File: config.mk
export PLATFORM = sky130hd
export DESIGN_NAME = idu_pipe
export DESIGN_NICKNAME = d
export VERILOG_FILES = /design/src/rtl/idu_pipe.sv
export SDC_FILE = /design/constraint.sdc
export NUM_CORES = 2
export LEC_CHECK = 0
export CAP_MARGIN = 20
export CORE_ASPECT_RATIO = 1.2
export CORE_UTILIZATION = 55
export DETAILED_ROUTE_END_ITERATION = 16
export HOLD_SLACK_MARGIN = 0.1
export PLACE_DENSITY = 0.78
export RECOVER_POWER = 50
export SYNTH_ARGS = -nofsm -noshare
export SYNTH_HDL_FRONTEND = slang
export SYNTH_SLANG_ARGS = --single-unit
File: constraint.sdc
create_clock -name brq_clk -period 43.4 [get_ports brq_clk]
set_clock_uncertainty 0.1 [all_clocks]
set_input_delay 8.68 -clock brq_clk [delete_from_list [all_inputs] [get_ports brq_clk]]
set_output_delay 8.68 -clock brq_clk [all_outputs]
set_load 0.01 [all_outputs]
File: src/rtl/idu_pipe.sv
// RV32I decode stage: register file, operand forwarding, load-use interlock,
// early branch/jump redirect and a single valid/ready output register.
module idu_opsel #(
  parameter int DATA_W  = 32,
  parameter int REG_AW  = 5,
  parameter int NUM_FWD = 3
) (
  input  logic [REG_AW-1:0]         rs,
  input  logic                      used,
  input  logic [DATA_W-1:0]         rf_val,
  input  logic [NUM_FWD-1:0]        fwd_en,
  input  logic [NUM_FWD-1:0]        fwd_is_load,
  input  logic [NUM_FWD*REG_AW-1:0] fwd_addr,
  input  logic [NUM_FWD*DATA_W-1:0] fwd_data,
  input  logic                      wb_en,
  input  logic [REG_AW-1:0]         wb_addr,
  input  logic [DATA_W-1:0]         wb_data,
  output logic [DATA_W-1:0]         data,
  output logic                      hazard
);
  always_comb begin
    data = rf_val;
    if (wb_en && wb_addr == rs) data = wb_data;
    // walk oldest to youngest so the lowest matching index wins
    for (int i = NUM_FWD-1; i >= 0; i--)
      if (fwd_en[i] && !fwd_is_load[i] && fwd_addr[i*REG_AW +: REG_AW] == rs)
        data = fwd_data[i*DATA_W +: DATA_W];
    if (rs == '0) data = '0;
    hazard = 1'b0;
    for (int i = 0; i < NUM_FWD; i++)
      if (used && fwd_en[i] && fwd_is_load[i] && fwd_addr[i*REG_AW +: REG_AW] != '0 &&
          fwd_addr[i*REG_AW +: REG_AW] == rs)
        hazard = 1'b1;
  end
endmodule

module idu_pipe #(
  parameter int DATA_W  = 32,
  parameter int REG_AW  = 5,
  parameter int NUM_FWD = 3
) (
  input  logic                      brq_clk,
  input  logic                      brq_rst,
  input  logic                      ifu_valid,
  output logic                      ifu_ready,
  input  logic [DATA_W-1:0]         ifu_inst,
  input  logic [DATA_W-1:0]         ifu_pc,
  input  logic [NUM_FWD-1:0]        fwd_en,
  input  logic [NUM_FWD-1:0]        fwd_is_load,
  input  logic [NUM_FWD*REG_AW-1:0] fwd_addr,
  input  logic [NUM_FWD*DATA_W-1:0] fwd_data,
  input  logic                      wb_en,
  input  logic [REG_AW-1:0]         wb_addr,
  input  logic [DATA_W-1:0]         wb_data,
  input  logic                      flush_in,
  input  logic                      ex_ready,
  output logic                      idu_valid,
  output logic [DATA_W-1:0]         idu_pc,
  output logic [DATA_W-1:0]         idu_rs1_data,
  output logic [DATA_W-1:0]         idu_rs2_data,
  output logic [DATA_W-1:0]         idu_imm,
  output logic [REG_AW-1:0]         idu_rd,
  output logic                      idu_rf_wen,
  output logic [2:0]                idu_func3,
  output logic [6:0]                idu_func7,
  output logic                      idu_redirect,
  output logic [DATA_W-1:0]         idu_redirect_pc,
  output logic [31:0]               stall_cnt
);
  localparam logic [6:0] OP_R = 7'b0110011, OP_I = 7'b0010011, OP_LD = 7'b0000011,
                         OP_ST = 7'b0100011, OP_BR = 7'b1100011, OP_JAL = 7'b1101111,
                         OP_JALR = 7'b1100111, OP_LUI = 7'b0110111, OP_AUIPC = 7'b0010111;

  logic [DATA_W-1:0]            rf [2**REG_AW];
  logic [31:0]                  ins;
  logic [6:0]                   opcode;
  logic [REG_AW-1:0]            rd;
  logic [1:0][REG_AW-1:0]       rs;
  logic [1:0]                   used, hz;
  logic [1:0][DATA_W-1:0]       rf_val, opnd;
  logic [31:0]                  imm32;
  logic [DATA_W-1:0]            imm, target, jalr_sum;
  logic                         wen_op, taken, hazard, accept;

  assign ins    = ifu_inst[31:0];
  assign opcode = ins[6:0];
  assign rd     = REG_AW'(ins[11:7]);
  assign rs[0]  = REG_AW'(ins[19:15]);
  assign rs[1]  = REG_AW'(ins[24:20]);

  for (genvar g = 0; g < 2; g++) begin : g_op
    assign rf_val[g] = rf[rs[g]];
    idu_opsel #(.DATA_W(DATA_W), .REG_AW(REG_AW), .NUM_FWD(NUM_FWD)) u_opsel (
      .rs(rs[g]), .used(used[g]), .rf_val(rf_val[g]),
      .fwd_en(fwd_en), .fwd_is_load(fwd_is_load), .fwd_addr(fwd_addr), .fwd_data(fwd_data),
      .wb_en(wb_en), .wb_addr(wb_addr), .wb_data(wb_data),
      .data(opnd[g]), .hazard(hz[g]));
  end

  assign hazard   = |hz;
  assign imm      = DATA_W'($signed(imm32));
  assign jalr_sum = opnd[0] + imm;

  always_comb begin
    imm32  = '0;
    used   = 2'b00;
    wen_op = 1'b0;
    taken  = 1'b0;
    target = ifu_pc + imm;
    case (opcode)
      OP_R:     begin used = 2'b11; wen_op = 1'b1; end
      OP_I, OP_LD: begin
        used = 2'b01; wen_op = 1'b1; imm32 = {{20{ins[31]}}, ins[31:20]};
      end
      OP_ST:    begin used = 2'b11; imm32 = {{20{ins[31]}}, ins[31:25], ins[11:7]}; end
      OP_LUI, OP_AUIPC: begin wen_op = 1'b1; imm32 = {ins[31:12], 12'b0}; end
      OP_JAL: begin
        wen_op = 1'b1; taken = 1'b1;
        imm32  = {{11{ins[31]}}, ins[31], ins[19:12], ins[20], ins[30:21], 1'b0};
      end
      OP_JALR: begin
        used = 2'b01; wen_op = 1'b1; taken = 1'b1;
        imm32  = {{20{ins[31]}}, ins[31:20]};
        target = {jalr_sum[DATA_W-1:1], 1'b0};
      end
      OP_BR: begin
        used  = 2'b11;
        imm32 = {{19{ins[31]}}, ins[31], ins[7], ins[30:25], ins[11:8], 1'b0};
        case (ins[14:12])
          3'b000:  taken = opnd[0] == opnd[1];
          3'b001:  taken = opnd[0] != opnd[1];
          3'b100:  taken = $signed(opnd[0]) <  $signed(opnd[1]);
          3'b101:  taken = $signed(opnd[0]) >= $signed(opnd[1]);
          3'b110:  taken = opnd[0] <  opnd[1];
          3'b111:  taken = opnd[0] >= opnd[1];
          default: taken = 1'b0;
        endcase
      end
      default: ;
    endcase
  end

  assign ifu_ready       = !brq_rst && !hazard && !flush_in && (!idu_valid || ex_ready);
  assign accept          = ifu_valid && ifu_ready;
  assign idu_redirect    = accept && taken;
  assign idu_redirect_pc = target;

  always_ff @(posedge brq_clk or posedge brq_rst) begin
    if (brq_rst) begin
      for (int i = 0; i < 2**REG_AW; i++) rf[i] <= '0;
    end else if (wb_en && wb_addr != '0) begin
      rf[wb_addr] <= wb_data;
    end
  end

  always_ff @(posedge brq_clk or posedge brq_rst) begin
    if (brq_rst) begin
      idu_valid    <= 1'b0;
      idu_pc       <= '0;
      idu_rs1_data <= '0;
      idu_rs2_data <= '0;
      idu_imm      <= '0;
      idu_rd       <= '0;
      idu_rf_wen   <= 1'b0;
      idu_func3    <= '0;
      idu_func7    <= '0;
      stall_cnt    <= '0;
    end else begin
      if (flush_in) begin
        idu_valid <= 1'b0;
      end else if (accept) begin
        idu_valid    <= 1'b1;
        idu_pc       <= ifu_pc;
        idu_rs1_data <= opnd[0];
        idu_rs2_data <= opnd[1];
        idu_imm      <= imm;
        idu_rd       <= rd;
        idu_rf_wen   <= wen_op && rd != '0;
        idu_func3    <= ins[14:12];
        idu_func7    <= ins[31:25];
      end else if (ex_ready) begin
        idu_valid <= 1'b0;
      end
      if (ifu_valid && hazard && stall_cnt != 32'hFFFF_FFFF) stall_cnt <= stall_cnt + 32'd1;
    end
  end
endmodule

# Word level (Yosys, flattened, before mapping)
# Index checks and enable logic that the tools add are counted.
word_totals:
  mem_bits_rw: 0
  n_memories: 0
  romBits: 0
  out_inout_bits: 211
  ff_bits: 1201
  latchBits: 0
  input_bits: 224
classes:
  order_cmp: 8
  n_addsub: 3
  reduce_logical: 69
  n_div: 0
  eq_ne: 25
  n_mul: 0
  bitwise: 4
  shift: 0
  mux: 34
ops:
  columns: ["cell", "count"]
  rows:
  - ["1024-bit bitwise mux", 1]
  - ["32-bit 2-to-1 mux", 16]
  - ["32-bit binary-select mux with 5-bit select", 2]
  - ["32-bit demux with 5-bit select", 1]
  - ["32-bit case mux with 5 select lines", 1]
  - ["32-bit adder", 2]
  - ["32-bit greater-or-equal comparator", 2]
  - ["32-bit less-than comparator", 2]
  - ["1-bit logical AND", 45]
  - ["5-bit equality test", 8]
  - ["32-bit by 1-bit adder with 32-bit output (second input constant)", 1]
  - ["32-bit equality test", 1]
  - ["32-bit != test", 1]
  - ["32-bit != test (second input constant)", 1]
  - ["5-bit nonzero test", 5]
  - ["7-bit by 6-bit equality test with 1-bit output (second input constant)", 3]
  - ["7-bit equality test (second input constant)", 3]
  - ["6-bit greater-or-equal comparator (second input constant)", 3]
  - ["5-bit inverter with 6-bit output", 3]
  - ["7-bit by 5-bit equality test with 1-bit output (second input constant)", 2]
  - ["3-bit equality test (second input constant)", 4]
  - ["5-bit zero test", 2]
  - ["1-bit 2-to-1 mux", 10]
  - ["7-bit by 2-bit equality test with 1-bit output (second input constant)", 1]
  - ["14 further kinds", 23]

# Logic depth before layout (Yosys ltp)
depth:
  ltp_word: 18
  mapped_depth: 27

# Cells and area by module
# From an unflattened synthesis, not the netlist that was laid out.
unflattened:
  cells_unflattened: 4910
  hier_area_um2: 68914.8
modules_own_cells:
  columns: ["mod", "cells_per_inst", "seq_area_each_um2", "n_inst", "area_per_inst_um2"]
  rows:
  - ["idu_pipe", 4284, 30053.8, 1, 64873.5]
  - ["idu_opsel", 313, 0.0, 2, 2020.7]

# Worst setup path before layout
# OpenSTA, ideal clock, no wires.
synth_path:
  kind: "in2out"
  start: "in ifu_inst[15]"
  end: "out idu_redirect_pc[31]"
  stages: 24
  path_slack_ns: 20.760
  t_arrival_ns: 13.860
  n_path_buf: 4
  path_cell_list: "buf_6 -> buf_4 -> buf_2 -> buf_1 -> mux4_2 -> mux4_2 -> mux2i_1 -> a211oi_1 -> a21oi_1 -> a211oi_1 -> a21oi_1 -> nor2_1 -> ha_1 -> a21o_1 -> a21o_1 -> a21o_1 -> and2_1 -> o31ai_1 -> nand2_1 -> o41a_1 -> a311oi_2 -> xnor2_1 -> a21oi_1 -> xor2_1"
synth_between:
  elab_chain_len: 11
  elab_cells_between_ends: 22
synth_lines:
  columns: ["element", "line_no", "text"]
  rows:
  - ["start: declaration", "46", "input logic [DATA_W-1:0] ifu_inst,"]
  - ["5-bit inverter with 6-bit output (implied by the code)", "92", "assign rf_val[g] = rf[rs[g]];"]
  - ["32-bit binary-select mux with 5-bit select", "92", null]
  - ["32-bit 2-to-1 mux (implied by the code) (2 in a row)", "92", null]
  - ["32-bit 2-to-1 mux", "23", "if (wb_en && wb_addr == rs) data = wb_data;"]
  - ["32-bit 2-to-1 mux (3 in a row)", "26", "if (fwd_en[i] && !fwd_is_load[i] && fwd_addr[i*REG_AW +: REG_AW] == rs)"]
  - ["32-bit 2-to-1 mux *", "28", "if (rs == '0) data = '0;"]
  - ["named net g_op[0].u_opsel.data[2]", "18", "output logic [DATA_W-1:0] data,"]
  - ["32-bit adder *", "102", "assign jalr_sum = opnd[0] + imm;"]
  - ["32-bit 2-to-1 mux *", "110", "case (opcode)"]
  - ["end: declaration", "67", "output logic [DATA_W-1:0] idu_redirect_pc,"]
# The timed path passes the listed nets; every way through them passes the cells marked *. The select of a mux whose other input is x is not followed.

# Final worst setup path
layout_path:
  start: "in ifu_inst[16]"
  end: "out idu_redirect"
layout_between:
  elab_chain_len: 13
  elab_cells_between_ends: 39
layout_lines:
  columns: ["element", "line_no", "text"]
  rows:
  - ["5-bit inverter with 6-bit output (implied by the code)", "92", null]
  - ["32-bit binary-select mux with 5-bit select", "92", null]
  - ["32-bit 2-to-1 mux (implied by the code) (2 in a row)", "92", null]
  - ["32-bit 2-to-1 mux", "23", null]
  - ["32-bit 2-to-1 mux (3 in a row)", "26", null]
  - ["32-bit 2-to-1 mux *", "28", null]
  - ["named net g_op[0].u_opsel.data[1]", "18", null]
  - ["32-bit greater-or-equal comparator (tied with other cells)", "135", "3'b111: taken = opnd[0] >= opnd[1];"]
  - ["1-bit case mux with 6 select lines *", "129", "case (ins[14:12])"]
  - ["1-bit case mux with 2 select lines *", "110", null]
  - ["1-bit logical AND *", "145", "assign idu_redirect = accept && taken;"]
  - ["end: declaration", "66", "output logic idu_redirect,"]
# Marks and branches as above.

==> impl_metrics.json <==
{
  "clk_latency_ns": 0.79,
  "max_freq_ghz": 0.0396,
  "stdcell_count": 6884,
  "tns_ns": 0,
  "start_kind": "primary input",
  "yosys.area.top_type": "dfrtp_1",
  "crit_required_ns": 34.62,
  "slew_headroom_pct": -540,
  "regArea_um2": 30100,
  "grt_pass1_vias": 47900,
  "dp_cells": 6625,
  "clkTransAtPathRegs_ns": 0.07,
  "post-dp-hpwl_mm": 142,
  "synth_flop_cell": "dfrtp_1",
  "grt_pass1_wl_mm": 327,
  "cts_hold_buffers": 0,
  "track_usage_pct": 35.8,
  "p_leak_nw": 34.0,
  "cp_max_fo": 81,
  "slew_viol_final": 1048,
  "synth_edf_count": 0,
  "syn-mean-instance-area_um2": 13.9,
  "hold_path_depth": 0,
  "critical_path_class": "in2out",
  "die_w_um": 323,
  "period_minus_slack_ns": 25.26,
  "status": "finished with violations",
  "synthDistinctLibCells": 70,
  "crit_arrival_ns": 16.48,
  "multiInputGateArea_um2": 36300,
  "io_buffers": 434,
  "drt-initial-drc-count": 4809,
  "timing.final.crit_share_pct": 58.2,
  "grt_max_degree": 185,
  "cts_buffers": 120,
  "cap_violations": 32,
  "die_h_um": 388,
  "drcViolationCount": 0,
  "clock_sinks": 1201,
  "layout-drive-gt1-share_pct": 40.7,
  "p_sw_w": 0.00102,
  "core-area_um2": 123000,
  "cts_tree": "done",
  "rsz0062_at_grt": "no",
  "end_kind": "primary output",
  "hp-class": "reg2reg",
  "violations": "capacitance limit, slew limit",
  "ff2ff_path_depth": 12,
  "cellPowerDensity_nw_per_um2": 44.4,
  "pwr-share-comb_pct": 25.9,
  "power.internal_w": 0.00245,
  "cts_max_level": 3,
  "synthesis.nets": 5213,
  "dr_total_vias": 47400,
  "finalHoldViolCount": 0,
  "p_sw_share_pct": 29.4,
  "overflow": 0,
  "vdd_drop_max_mv": 0.0344,
  "final.fill_count": 8965,
  "post_cts_resized": 0,
  "yosys-top-cells-area": "dfrtp_1, mux4_2, mux2_2",
  "synth_area_um2": 68200,
  "pwr-share-clk_pct": 31.1,
  "row_count": 141,
  "ant_nets": 0,
  "seqPwrFrac_pct": 42.9,
  "vias_per_cell": 6.88,
  "synth_cells": 4893,
  "clockBufferDepth": 3,
  "antenna_found_initial": 47,
  "yosysWarningCount": 0,
  "die_area_um2": 125000,
  "first_pass_iters": 5,
  "synthArstFlopShare_pct": 100,
  "start_util_pct": 55.4,
  "yosysSeqAreaShare_pct": 44.1,
  "synth_seq_cells": 1201,
  "cts-root-buf": "clkbuf_16",
  "place_congestion": 1.01,
  "nets": 5428,
  "worst_slew_pin_slew_ns": 9.60,
  "synthToLayoutAreaGrowth_pct": 14.5,
  "setup_viol": 0,
  "wl_mm": 222,
  "post-cts-setup-buffers": 0,
  "wl_per_cell_um": 32.3,
  "io-pin-count": 435,
  "synth_top_cell_area_share_pct": 44.1
}
-- cell usage in the layout (no fill, tap or decap), types with 37 or more instances in the layout --
master,n
clkdlybuf4s50_1,244
xor2_1,54
mux2i_1,101
a211oi_1,100
o21ai_0,125
nand3_1,37
xnor2_1,67
ha_1,94
nand2_1,174
a21o_1,54
clkbuf_16,122
clkbuf_1,40
a21oi_1,159
mux4_2,638
dfrtp_1,1201
buf_4,110
mux2_2,1096
nor2_1,193
dlygate4sd3_1,180
-- worst max-delay path: stages --
cell and delay [ns]:
buf_8 0.50, buf_4 0.59, buf_4 0.73, mux4_2 0.41
mux4_2 0.52, mux2i_1 0.39, nand2_1 0.10, o21ai_0 0.30
o211ai_1 0.16, o21ai_0 0.13, o21ai_0 0.11, nand2_1 0.18
inv_1 0.09, ha_1 0.31, nor2b_1 0.13, o21a_1 0.16
o21a_1 0.16, o21a_1 0.16, o21a_1 0.16, o21a_1 0.17
o21ai_0 0.33, a21oi_1 0.16, nor4_1 0.30, o21ai_0 0.14
a211o_1 0.31, a21oi_1 0.27, clkdlybuf4s50_1 0.63
-- through the flow --
stage	setup WS [ns]	hold WS (ns)	instance area, um^2	util, %	power, W
detailed placement	18.23	0.283	74000	60.2	0.00240
floorplan	0.785	0.341	68200	-	0.00208
global placement	18.26	0.276	74000	60.1	0.00236
finish	18.14	0.294	78000	63.5	0.00347
CTS	18.18	0.298	78100	63.5	0.00347
global route	17.71	0.311	78000	63.4	0.00359
-- synth_stat cells, types with 7 or more instances --
cell	n
inv_1	24
nor2_1	199
and3_1	11
o31ai_1	8
nand3_1	38
o21ai_1	11
mux4_2	638
xnor2_1	67
nor2b_1	26
mux2i_1	101
nand2_1	179
a21oi_1	159
nor3b_1	7
dfrtp_1	1201
o21ai_0	125
ha_1	94
nor3_1	25
nand4_1	11
buf_2	30
xor2_1	54
o21a_1	21
nand2b_1	19
a211oi_1	100
or2_2	36
or4_1	7
nand3b_1	8
or3_1	9
buf_1	115
mux2_2	1098
a21o_1	54
nor4_1	9
clkbuf_1	327
-- power by group through the flow --
stage | combinational [W] | clock [W] | sequential (W)
floorplan | 0.000611 | 0 | 0.00147
global placement | 0.000881 | 0 | 0.00148
detailed placement | 0.000901 | 0 | 0.00150
CTS | 0.000906 | 0.00109 | 0.00148
global route | 0.000953 | 0.00113 | 0.00151
finish | 0.000899 | 0.00108 | 0.00149
-- kinds of logic (layout without fill, tap and decap cells) --
group	Yosys count	after routing	synth area share, %
adder cells (fa/ha/maj)	96	96	1.78
buffers and inverters	498	810	2.81
flip-flops	1201	1201	44.1
multiplexers	1837	1837	40.7
XOR/XNOR	121	121	1.55
AND/OR/NAND/NOR	608	608	4.20
other	0	35	0
AO/OA/AOI/OAI	532	532	4.84
-- area by class of cell --
type | count | area share [%]
Inverter | 24 | 0.117
Timing Repair Buffer | 567 | 6.92
Clock inverter | 48 | 0.709
Clock buffer | 171 | 4.50
Sequential cell | 1201 | 38.5
Tap cell | 1644 | 2.64
Multi-Input combinational cell | 3194 | 46.5
Antenna cell | 35 | 0.112
-- final timing paths --
kind,from,end,slack [ns]
worst max-delay path,ifu_inst[16],idu_redirect,18.14
worst min-delay path,rf[1018],rf[1018],0.29
worst max register to register,stall_cnt[9],stall_cnt[12],39.84
worst min register to register,rf[1018],rf[1018],0.29
max in group asynchronous,brq_rst,rf[383],22.18
min in group asynchronous,brq_rst,idu_valid,9.98
-- sequential cells by signal, indices dropped and copies added, names as in the netlist --
| signal | count |
|---|---|
| idu_imm | 32 |
| idu_func7 | 7 |
| stall_cnt | 32 |
| rf | 1024 |
| idu_pc | 32 |
| idu_rs2_data | 32 |
| idu_func3 | 3 |
| idu_rs1_data | 32 |
| idu_valid | 1 |
| idu_rd | 5 |
| idu_rf_wen | 1 |
-- layer usage --
| layer | track usage, % | part of all wire, % |
|---|---|---|
| met1 | 46.1 | 36 |
| met3 | 9.35 | 11 |
| met4 | 21.6 | 6.5 |
| met5 | 0 | 0.087 |
| met2 | 54.7 | 47 |
Power figures use the tool's default switching activity.
==> RTL edit, RTL diff (same flow settings) <==
Register the outputs `idu_redirect` and `idu_redirect_pc`, cleared by the reset; this adds one clock of latency there. The other outputs are not delayed to match.
--- a/src/rtl/idu_pipe.sv
+++ b/src/rtl/idu_pipe.sv
@@ -142,8 +142,15 @@
 
   assign ifu_ready       = !brq_rst && !hazard && !flush_in && (!idu_valid || ex_ready);
   assign accept          = ifu_valid && ifu_ready;
-  assign idu_redirect    = accept && taken;
-  assign idu_redirect_pc = target;
+  always_ff @(posedge brq_clk or posedge brq_rst) begin
+    if (brq_rst) begin
+      idu_redirect    <= '0;
+      idu_redirect_pc <= '0;
+    end else begin
+      idu_redirect    <= accept && taken;
+      idu_redirect_pc <= target;
+    end
+  end
 
   always_ff @(posedge brq_clk or posedge brq_rst) begin
     if (brq_rst) begin
Behaviour: not the same (a bounded check fails within 4 cycles, from zero or initial values and one cycle with brq_rst high).
==> RTL edit against the original RTL <==
- the run still ends with capacitance limit, slew limit left
- worst setup slack gained 4300 ps
- die area grew 1.2%
- area after synthesis grew 1.2%
- wire length shrank 3.3%
- hold slack gained 4.6 ps
- count of clock-buffer cells in the layout grew 1
- final cell count is essentially flat
- sequential cell count grew 33
- cell area grew 0.83%
- non-clock buffer count shrank 14
- sequential share of layout area grew 0.73 points
- total power grew 1.2%
- combinational power shrank 1%
==> RTL edit: results (changes against the original RTL) <==
top_layer_used: "met5"  # unchanged
wl_met3_um: 18050  # was 23360 µm
dp_hpwl_um: 137800  # was 142500 µm
nets: 5441  # was 5428
post_route_cells_drive_above_1_share_pct: 40.27  # was 40.69%
hp-class: "flop to flop"  # unchanged
grt_pass1_wl_um: 320000  # was 327200 µm
post_dp_cell_area_um2: 74700  # was 74000 µm²
synth.distinct_cells: 63  # was 70
failed_checks: "capacitance limit, slew limit"  # unchanged
drtIter0Drc: 4730  # was 4809
vias_per_cell: 6.831  # was 6.879
met2WireLength_um: 104700  # was 103700 µm
synth_warnings: 0  # unchanged
slew_viol_final: 1024  # was 1048
fin_hold_ws_ps: 298.5  # was 294.0 ps
clk_latency_ps: 760  # was 790 ps
fillers: 9064  # was 8965
first_pass_iters: 6  # was 5
path_clk_slew_ps: 60
cap_viol_max_count: 30  # was 32
largest_reg_flops: 1024  # unchanged
gp_congestion: 0.9900  # was 1.009
netlist_top_cells_area: "dfrtp_1, mux4_2, mux2_2, clkbuf_1, ha_1"  # unchanged
regToRegSetupSlack_ps: 37090  # was 39840 ps
timing.setup.tns_ps: 0  # unchanged
synthArstFlopShare_pct: 100.0  # unchanged
grt_pass1_vias: 47990  # was 47940
cts-root-buf: "clkbuf_16"  # unchanged
wire_per_inst_um: 31.18  # was 32.26 µm
cts_buffer_depth: 3  # unchanged
critPathMaxFanout: 30  # was 81
cts_resized: 0  # unchanged
drt-met1-wl_um: 77430  # was 80460 µm
tightest_slew_ps: 11130  # was 9601 ps
ys_top_cells_by_count: "dfrtp_1, mux2_2, mux4_2"  # unchanged
setup_ws_ps: 22460  # was 18140 ps
arrival_ps: 12160  # was 16480 ps
port-buffer-count: 434  # unchanged
post_cts_buffers: 0  # unchanged
ir_drop_v: 0.00003613  # was 0.00003439 V
cts.htree.levels: 3  # unchanged
numCtsBuffers: 118  # was 120
syn_nets: 5246  # was 5213
p_leak_uw: 0.03439  # was 0.03401 µW
gr-usage-all-layers_pct: 34.14  # was 35.85%
antenna_found_initial: 9  # was 47
seq_area_frac_synth_pct: 44.75  # was 44.10%
status: "finished with violations"  # unchanged
grt_max_degree: 206  # was 185
largest_register: "rf"  # unchanged
[RTL edit: power breakdown]
group	leakage, µW	total (µW)	internal (µW)	switching (µW)
sequential	0.0158	1520	1370	154
combinational	0.0165	887	505	382
clock	0.00205	1100	631	470
total	0.0344	3510	2500	1010
[RTL edit: final timing paths]
kind / cells past startpoint / startpoint / end
min in group asynchronous: 2 / brq_rst / stall_cnt[27]
max in group asynchronous: 3 / brq_rst / rf[104]
hold reg to reg: 0 / rf[1005] / rf[1005]
setup / recovery: 9 / ifu_inst[17] / ifu_ready
setup reg to reg: 22 / rf[865] / idu_redirect_pc[31]
hold / removal: 0 / rf[1005] / rf[1005]
[RTL edit: metal layers]
metal	GRT usage [%]	vias to the layer above
li1	-	19160
met2	55.61	2463
met3	7.050	633
met4	20.39	2
met1	42.23	24770
met5	0	-
[RTL edit: logic make-up (layout without fill, tap and decap cells)]
logic type,after synthesis,count (layout),share of synthesized area [%]
AO/OA/AOI/OAI,517,517,4.604
XOR/XNOR,121,121,1.536
adder cells (fa/ha/maj),96,96,1.762
buffers and inverters,502,798,2.838
flip-flops,1234,1234,44.75
multiplexers,1843,1843,40.30
other,0,7,0
AND/OR/NAND/NOR,613,613,4.212
[RTL edit: area by class of cell]
cell class              count  share of cell area [%]
diodes                      7                 0.02226
inverters                  24                  0.1161
well taps                1656                   2.633
clock inverters            49                  0.7981
clock buffers             172                   4.445
multi-input cells        3190                   46.03
repair buffers            553                   6.711
flip-flops and latches   1234                   39.24
[RTL edit: critical path: stages]
cell and delay, ps:
buf_4 380, buf_4 720, xnor2_1 150, nand3_1 150, or2_2 140, o22ai_1 90, o32a_1 420, nor4b_1 700
clkdlybuf4s50_1 680
[RTL edit: metrics by stage]
| stage | util, % | instances |
|---|---|---|
| floorplan | - | 4926 |
| global placement | 59.89 | 6653 |
| detailed placement | 59.89 | 6653 |
| CTS | 63.20 | 6874 |
| global route | 63.09 | 6884 |
| finish | 63.10 | 6885 |
